<file path="src/rtl/alu_operand_ctrl.sv">
// alu_operand_ctrl: latches operand A, operand B and opcode from shared switches on successive button presses, drives the ALU, and registers its result/carry.
// Ports: clk, rst_n (async active-low); sw[SIZE] shared switches; btnA/btnB/btnOP raw buttons;
//   alu_res[SIZE+1]/alu_carry from the ALU; alu_a/alu_b/alu_op registered ALU inputs;
//   res_q/carry_q captured result; valid = result matches current operands; state = FSM state.
// Optional ALU_CTRL_DEBOUNCE_EN: per-button debounce of DEB_CYCLES stable cycles; otherwise the
//   synchronized level feeds the edge detector directly.
module alu_operand_ctrl #(
  parameter int SIZE       = 8,
  parameter int OP_SIZE    = 6,
  parameter int DEB_CYCLES = 1000000
) (
  input  logic              clk,
  input  logic              rst_n,
  input  logic [SIZE-1:0]   sw,
  input  logic              btnA,
  input  logic              btnB,
  input  logic              btnOP,
  input  logic [SIZE:0]     alu_res,
  input  logic              alu_carry,
  output logic [SIZE-1:0]   alu_a,
  output logic [SIZE-1:0]   alu_b,
  output logic [OP_SIZE-1:0] alu_op,
  output logic [SIZE:0]     res_q,
  output logic              carry_q,
  output logic              valid,
  output logic [1:0]        state
);
  typedef enum logic [1:0] {S_A = 2'd0, S_B = 2'd1, S_OP = 2'd2, S_DONE = 2'd3} state_t;
  state_t st, st_n;
  logic [2:0] btn, press;
  logic exec, ld_a, ld_b, ld_op;
  assign btn = {btnOP, btnB, btnA};
  for (genvar i = 0; i < 3; i++) begin : g_btn
    logic s1, s2, lvl, lvl_q;
    always_ff @(posedge clk or negedge rst_n)
      if (!rst_n) {s1, s2} <= 2'b00;
      else {s1, s2} <= {btn[i], s1};
`ifdef ALU_CTRL_DEBOUNCE_EN
    localparam int CW = $clog2(DEB_CYCLES + 1);
    logic [CW-1:0] cnt;
    // lvl only follows s2 after DEB_CYCLES consecutive disagreeing samples
    always_ff @(posedge clk or negedge rst_n)
      if (!rst_n) begin
        lvl <= 1'b0;
        cnt <= '0;
      end else if (s2 == lvl) cnt <= '0;
      else if (cnt == CW'(DEB_CYCLES - 1)) begin
        lvl <= s2;
        cnt <= '0;
      end else cnt <= cnt + 1'b1;
`else
    assign lvl = s2;
`endif
    always_ff @(posedge clk or negedge rst_n)
      if (!rst_n) lvl_q <= 1'b0;
      else lvl_q <= lvl;
    assign press[i] = lvl & ~lvl_q;
  end
  // a new operation may start from S_DONE only once the result capture cycle is over
  always_comb begin
    ld_a  = press[0] && (st == S_A || (st == S_DONE && !exec));
    ld_b  = press[1] && st == S_B;
    ld_op = press[2] && st == S_OP;
    st_n  = ld_a ? S_B : ld_b ? S_OP : ld_op ? S_DONE : st;
  end
  always_ff @(posedge clk or negedge rst_n)
    if (!rst_n) begin
      st      <= S_A;
      alu_a   <= '0;
      alu_b   <= '0;
      alu_op  <= '0;
      res_q   <= '0;
      carry_q <= 1'b0;
      valid   <= 1'b0;
      exec    <= 1'b0;
    end else begin
      st <= st_n;
      if (ld_a) begin
        alu_a <= sw;
        valid <= 1'b0;
      end
      if (ld_b) alu_b <= sw;
      if (ld_op) begin
        alu_op <= sw[OP_SIZE-1:0];
        exec   <= 1'b1;
      end
      if (exec) begin
        res_q   <= alu_res;
        carry_q <= alu_carry;
        valid   <= 1'b1;
        exec    <= 1'b0;
      end
    end
  assign state = st;
endmodule
</file>
<file path="config.mk">
export PLATFORM = sky130hd
export DESIGN_NAME = alu_operand_ctrl
export DESIGN_NICKNAME = d
export VERILOG_FILES = /design/src/rtl/alu_operand_ctrl.sv
export SDC_FILE = /design/constraint.sdc
export NUM_CORES = 1
export LEC_CHECK = 0
export ABC_AREA = 1
export BUFFER_PORTS_ARGS = -buffer_cell sky130_fd_sc_hd__buf_2
export CORE_UTILIZATION = 47
export DETAILED_ROUTE_END_ITERATION = 12
export PLACE_DENSITY_LB_ADDON = 0.12
export SYNTH_ARGS = -nofsm -noshare
export SYNTH_HDL_FRONTEND = slang
export SYNTH_SLANG_ARGS = --single-unit
</file>
<file path="constraint.sdc">
create_clock -name clk -period 1.53 [get_ports clk]
set_input_delay 0.0765 -clock clk [delete_from_list [all_inputs] [get_ports clk]]
set_output_delay 0.0765 -clock clk [all_outputs]
set_load 0.02 [all_outputs]
</file>
### Word-level counts from Yosys, hierarchy flattened

Index checks and enable logic that the tools add are counted.

* register bits: 45
* input port bits: 23
* output and inout bits: 35
* logic and storage cells: 42

* equal/unequal tests: 3
* multiplexer cells: 7
* bitwise operators: 6
* reduce and logical (&&, ||, !) cells: 9

Operator list (count)
* 2-to-1 mux 2 bit: 3
* equality test 2 bit, second input constant: 2
* logical AND 1 bit: 4
* 2-to-1 mux 1 bit: 4
* bitwise AND 1 bit: 3
* NOT 1 bit: 3
* nonzero test 3 bit: 1
* equality test 2 x 1 -> 1 bit, second input constant: 1
* zero test 2 bit: 1
* nonzero test 2 bit: 1
* zero test 1 bit: 1
* logical OR 1 bit: 1

### Depth between registers and ports, before layout

* word-level depth: 6
* gate-level depth with buffers: 7
* gate-level depth less buffers: 6

### Worst setup path after synthesis

OpenSTA, ideal clock, no wires.

* kind: register to register
* from: register st[1] (netlist: state[1])
* to: register alu_a[0]
* setup time: 0.117 ns
* data arrival time: 1.148 ns
* data required time: 1.413 ns
* path slack: 0.265 ns
* stages on the path, launching flop included: 7
* buffers on the path: 1
* period minus slack after synthesis: 1.265 ns
* cell sequence: dfrtp_1 > inv_2 > o21ai_2 > nand2_2 > buf_6 > nand2_1 > nand2_1

* cells in the longest elaborated chain, start to end: 4
* elaborated cells between the ends (all ways): 5
* classes of those cells: eq/ne: 1; reduce/logical: 4

Ends and longest elaborated chain
* start: declaration: line 29 `state_t st, st_n;`
* start signal: assignment: line 77 `st <= st_n;`
* equality test 2 bit: line 61 `ld_a = press[0] && (st == S_A || (st == S_DONE && !exec));`
* logical AND 1 bit: line 61
* logical OR 1 bit *: line 61
* logical AND 1 bit *: line 61
* end signal: assignment: line 79 `alu_a <= sw;`
* end: declaration: line 20 `output logic [SIZE-1:0] alu_a,`

Mark *: on every way between the ends. The rest lies on a longest branch, timed or not.
A chain may end at the register's enable or synchronous reset.

### Final worst setup path

* from: register st[0] (netlist: state[0])
* to: register alu_op[1]

* cells in the longest elaborated chain, start to end: 2

Ends and longest elaborated chain
* equality test 2 bit: line 63 `ld_op = press[2] && st == S_OP;`
* logical AND 1 bit: line 63
* end signal: assignment: line 84 `alu_op <= sw[OP_SIZE-1:0];`
* end: declaration: line 22 `output logic [OP_SIZE-1:0] alu_op,`

No other way between the ends.

==> implementation parameters <==
Parameter                              Value

Status
  Outcome    completed

Logic synthesis
  Average size of a mapped cell    10.29 um^2
  Number of warning messages in the yosys log    0
  Synth cell types    18
  Summed instance area of the synthesized netlist    roughly 0.0017 mm^2
  Number of enable flip-flop cells after synthesis    0
  Dominant synthesized flop cell    dfrtp_1
  Post-synth ARST share    100.0%
  Largest area contributor in the synthesized netlist    dfrtp_1
  Synth top cells by count    nand2_1, dfrtp_1, inv_1
  Most used standard cell by instance count after synthesis    nand2_1
  Sequential area share after synthesis    around two thirds
  Area share of the largest cell type after synthesis    67.16%
  Post-synthesis register bit count    45
  Cell count after synthesis    approximately 160
  Synth top area cells    dfrtp_1, nand2_1, o21ai_2
  Total nets after synthesis    around 190

STA
  Number of slew-limit violations in the final report    0
  Unrepaired setup endpoints after global routing    false
  Time the final worst path needs with I/O delays and setup    ~1300 ps
  Share of the clock period used by the worst path after layout    a little under nine tenths
  Max-slew headroom    about 70%
  Final Setup Violations    0
  Summed negative setup slack over all endpoints    0 ps
  Post-route clock skew    approximately 15 ps
  Slew at the pin with the worst max-slew slack    between 400 and 500 ps
  Fmax    around 0.76 GHz
  Final Hold Violating Endpoints    0

Layout
  Share of cells above drive strength 1    ~33%
  Final-stage net count    270
  Synthesis-to-layout area growth    38.43%
  Number of cells in the finished layout apart from fillers    just under 300
  Diodes inserted    0
  Post-layout utilization of the core    roughly two thirds

Placement
  # port buffers    57
  Post-placement cell count    approximately 260
  Detailed placement HPWL    between 2000 and 2500 um
  GP Congestion    roughly 0.77

Critical path
  Slowest cell on the critical path    dfrtp_1
  Setup slack on the worst flop-to-flop path    between 200 and 250 ps
  Classification of the worst setup path    reg -> reg
  Launch instance of the worst register-to-register path    state[0]$_DFFE_PN0P_
  Maximum fanout count along the critical path    13
  Arr. time, crit path    roughly 1600 ps
  CP Launch Type    register
  Worst path cell trace    nor2_2, nand3_2, nand2_1, o21ai_2
  Kind of capture point of the worst setup path    register
  Critical Path RT    ~1800 ps
  Number of cells traversed by the worst register-to-register path    4
  Crit Reg-Reg Endpoint    alu_op[1]$_DFFE_PN0P_
  Largest stage delay on the critical path    roughly 460 ps

Global routing
  Maximum number of pins on one net before global-route repair    27
  Global route total overflow    0
  First-pass GRT wire length    between 5000 and 6000 um
  Vias in the first global route    1259
  Number of antenna violations at the first check in global routing    0
  Total routing resource utilization after global routing    about a fifth

Power and ir drop
  Share of total power consumed by net switching    approximately 40%
  Clock power frac    ~17%
  Worst vdd rail ir drop    between 900 and 1000 uV
  Power share of the sequential group    between 40% and 50%
  Cell leakage power    approximately 0.0013 uW
  Sw power    roughly 1800 uW
  Ratio of total power to cell area    just under 2000 mW/mm^2
  Power share of the combinational group    between 40% and 50%
  Total internal power    around 2700 uW

Drt
  Vias per inst    about 4.6
  Routed length per placed instance    roughly 12 um
  Final wirelength    3619 um
  Length of the first detailed-routing pass in iterations    4
  Number of nets still failing antenna checks after routing    0
  Via count    approximately 1400
  DR iter-0 viols    56
  DRC viols    0

Floorplanning
  Horizontal die dimension    ~62 um
  Total Die Area    ~0.0038 mm^2
  Number of top-level pins    58
  Starting Density    about half
  Vertical die dimension    61.73 um
  Core area    around 0.0034 mm^2
  Number of placement rows    21

CTS
  Clock buffer count from CTS    5
  Clock Sinks    45
  Post-CTS clock slew at the launch and capture registers of the worst setup and hold paths    roughly 120 ps
  TritonCTS clock tree    yes
  Maximum root-to-sink buffer count    2
  Clock latency at the later pin of the worst-skew pair    ~360 ps
  Cell at the root of the clock tree    clkbuf_4
  H-tree depth    2

Run
  MaxCap Viol Count    0

Hold path
  HP Class    in -> async
==> stage by stage <==
step           hold slack, ps  instance area (um^2)  setup slack (ps)  power [uW]
2_1_floorplan          -219.1                  1677             265.5        3071
3_3_place_gp            43.96                  2016             259.7        3676
3_5_place_dp            55.10                  2016             212.5        3752
4_1_cts                 185.7                  2321             194.6        4544
5_1_grt                 238.1                  2321             34.71        4833
6_report                192.8                  2321             213.8        4511
==> metal layers <==
layer / GRT usage [%] / wire (um) / vias to the layer above
met3: 5.797 / 184 / 9
li1: - / - / 669
met4: 10.16 / 75 / 0
met1: 25.17 / 1506 / 641
met2: 35.79 / 1852 / 46
met5: 0 / 0 / -
==> critical path: cells and delay by family (launching register included) <==
family / cells / cell delay [ps]
and+or+nand+nor: 3 / 690
AOI/OAI and AO/OA: 1 / 60
DFF: 1 / 460
==> registers in the layout, indices dropped and copies added, names as in the netlist <==
signal,count
res_q,9
alu_a,8
alu_b,8
alu_op,6
g_btn.lvl,3
g_btn.lvl_q,3
g_btn.s1,3
state,2
carry_q,1
exec,1
valid,1
==> power groups by stage <==
stage          combinational, uW  clock (uW)  sequential (uW)
4_1_cts                     1860         767             1920
6_report                    1850         745             1920
3_3_place_gp                1760           0             1910
2_1_floorplan                572           0             2500
5_1_grt                     2040         816             1970
3_5_place_dp                1820           0             1930
==> cell families (layout without fill, tap and decap cells) <==
logic type	Yosys count	after routing	share of synthesized area, %
simple gates	82	82	20.60
buf+inv	19	104	5.447
compound gates	17	17	6.791
flops	45	45	67.16
==> repair_timing <==
item                                    in CTS  in global routing
resized for setup                            0                  0
hold endpoints to repair                    47                  0
buffers inserted                             0                  0
endpoints found under the setup margin       0                  0
hold buffers                                22                  0
==> cell type report <==
type                            instances  area (um^2)
Clock buffer                            7        55.05
Clock inverter                          1        30.03
Fill cell                             277         1069
Inverter                               14        52.55
Multi-Input combinational cell         99        459.2
Sequential cell                        45         1126
Tap cell                               46        57.56
Timing Repair Buffer                   82        540.5
==> worst max path at each step <==
stage / from / endpoint / slack [ps] / cells after the start
floorplan: state[1]$_DFFE_PN0P_ / alu_a[0]$_DFFE_PN0P_ / 270 / 6
global placement: state[0]$_DFFE_PN0P_ / alu_op[5]$_DFFE_PN0P_ / 260 / 4
detailed placement: state[0]$_DFFE_PN0P_ / alu_op[4]$_DFFE_PN0P_ / 210 / 4
CTS: state[0]$_DFFE_PN0P_ / alu_op[1]$_DFFE_PN0P_ / 190 / 4
global route: state[0]$_DFFE_PN0P_ / alu_op[0]$_DFFE_PN0P_ / 30 / 4
finish: state[0]$_DFFE_PN0P_ / alu_op[1]$_DFFE_PN0P_ / 210 / 4
==> cell usage in the layout, fill, tap and decap left out, types with 2 or more instances in the layout <==
| master | n |
|---|---|
| nand2_2 | 2 |
| clkbuf_4 | 5 |
| nand2_1 | 65 |
| inv_1 | 13 |
| o21ai_0 | 8 |
| nand3_1 | 8 |
| nor2_1 | 3 |
| buf_2 | 57 |
| dfrtp_1 | 45 |
| dlygate4sd3_1 | 22 |
| nand3_2 | 2 |
| o21ai_2 | 7 |
| buf_4 | 2 |
No activity file was read; power rests on OpenSTA's default activity.
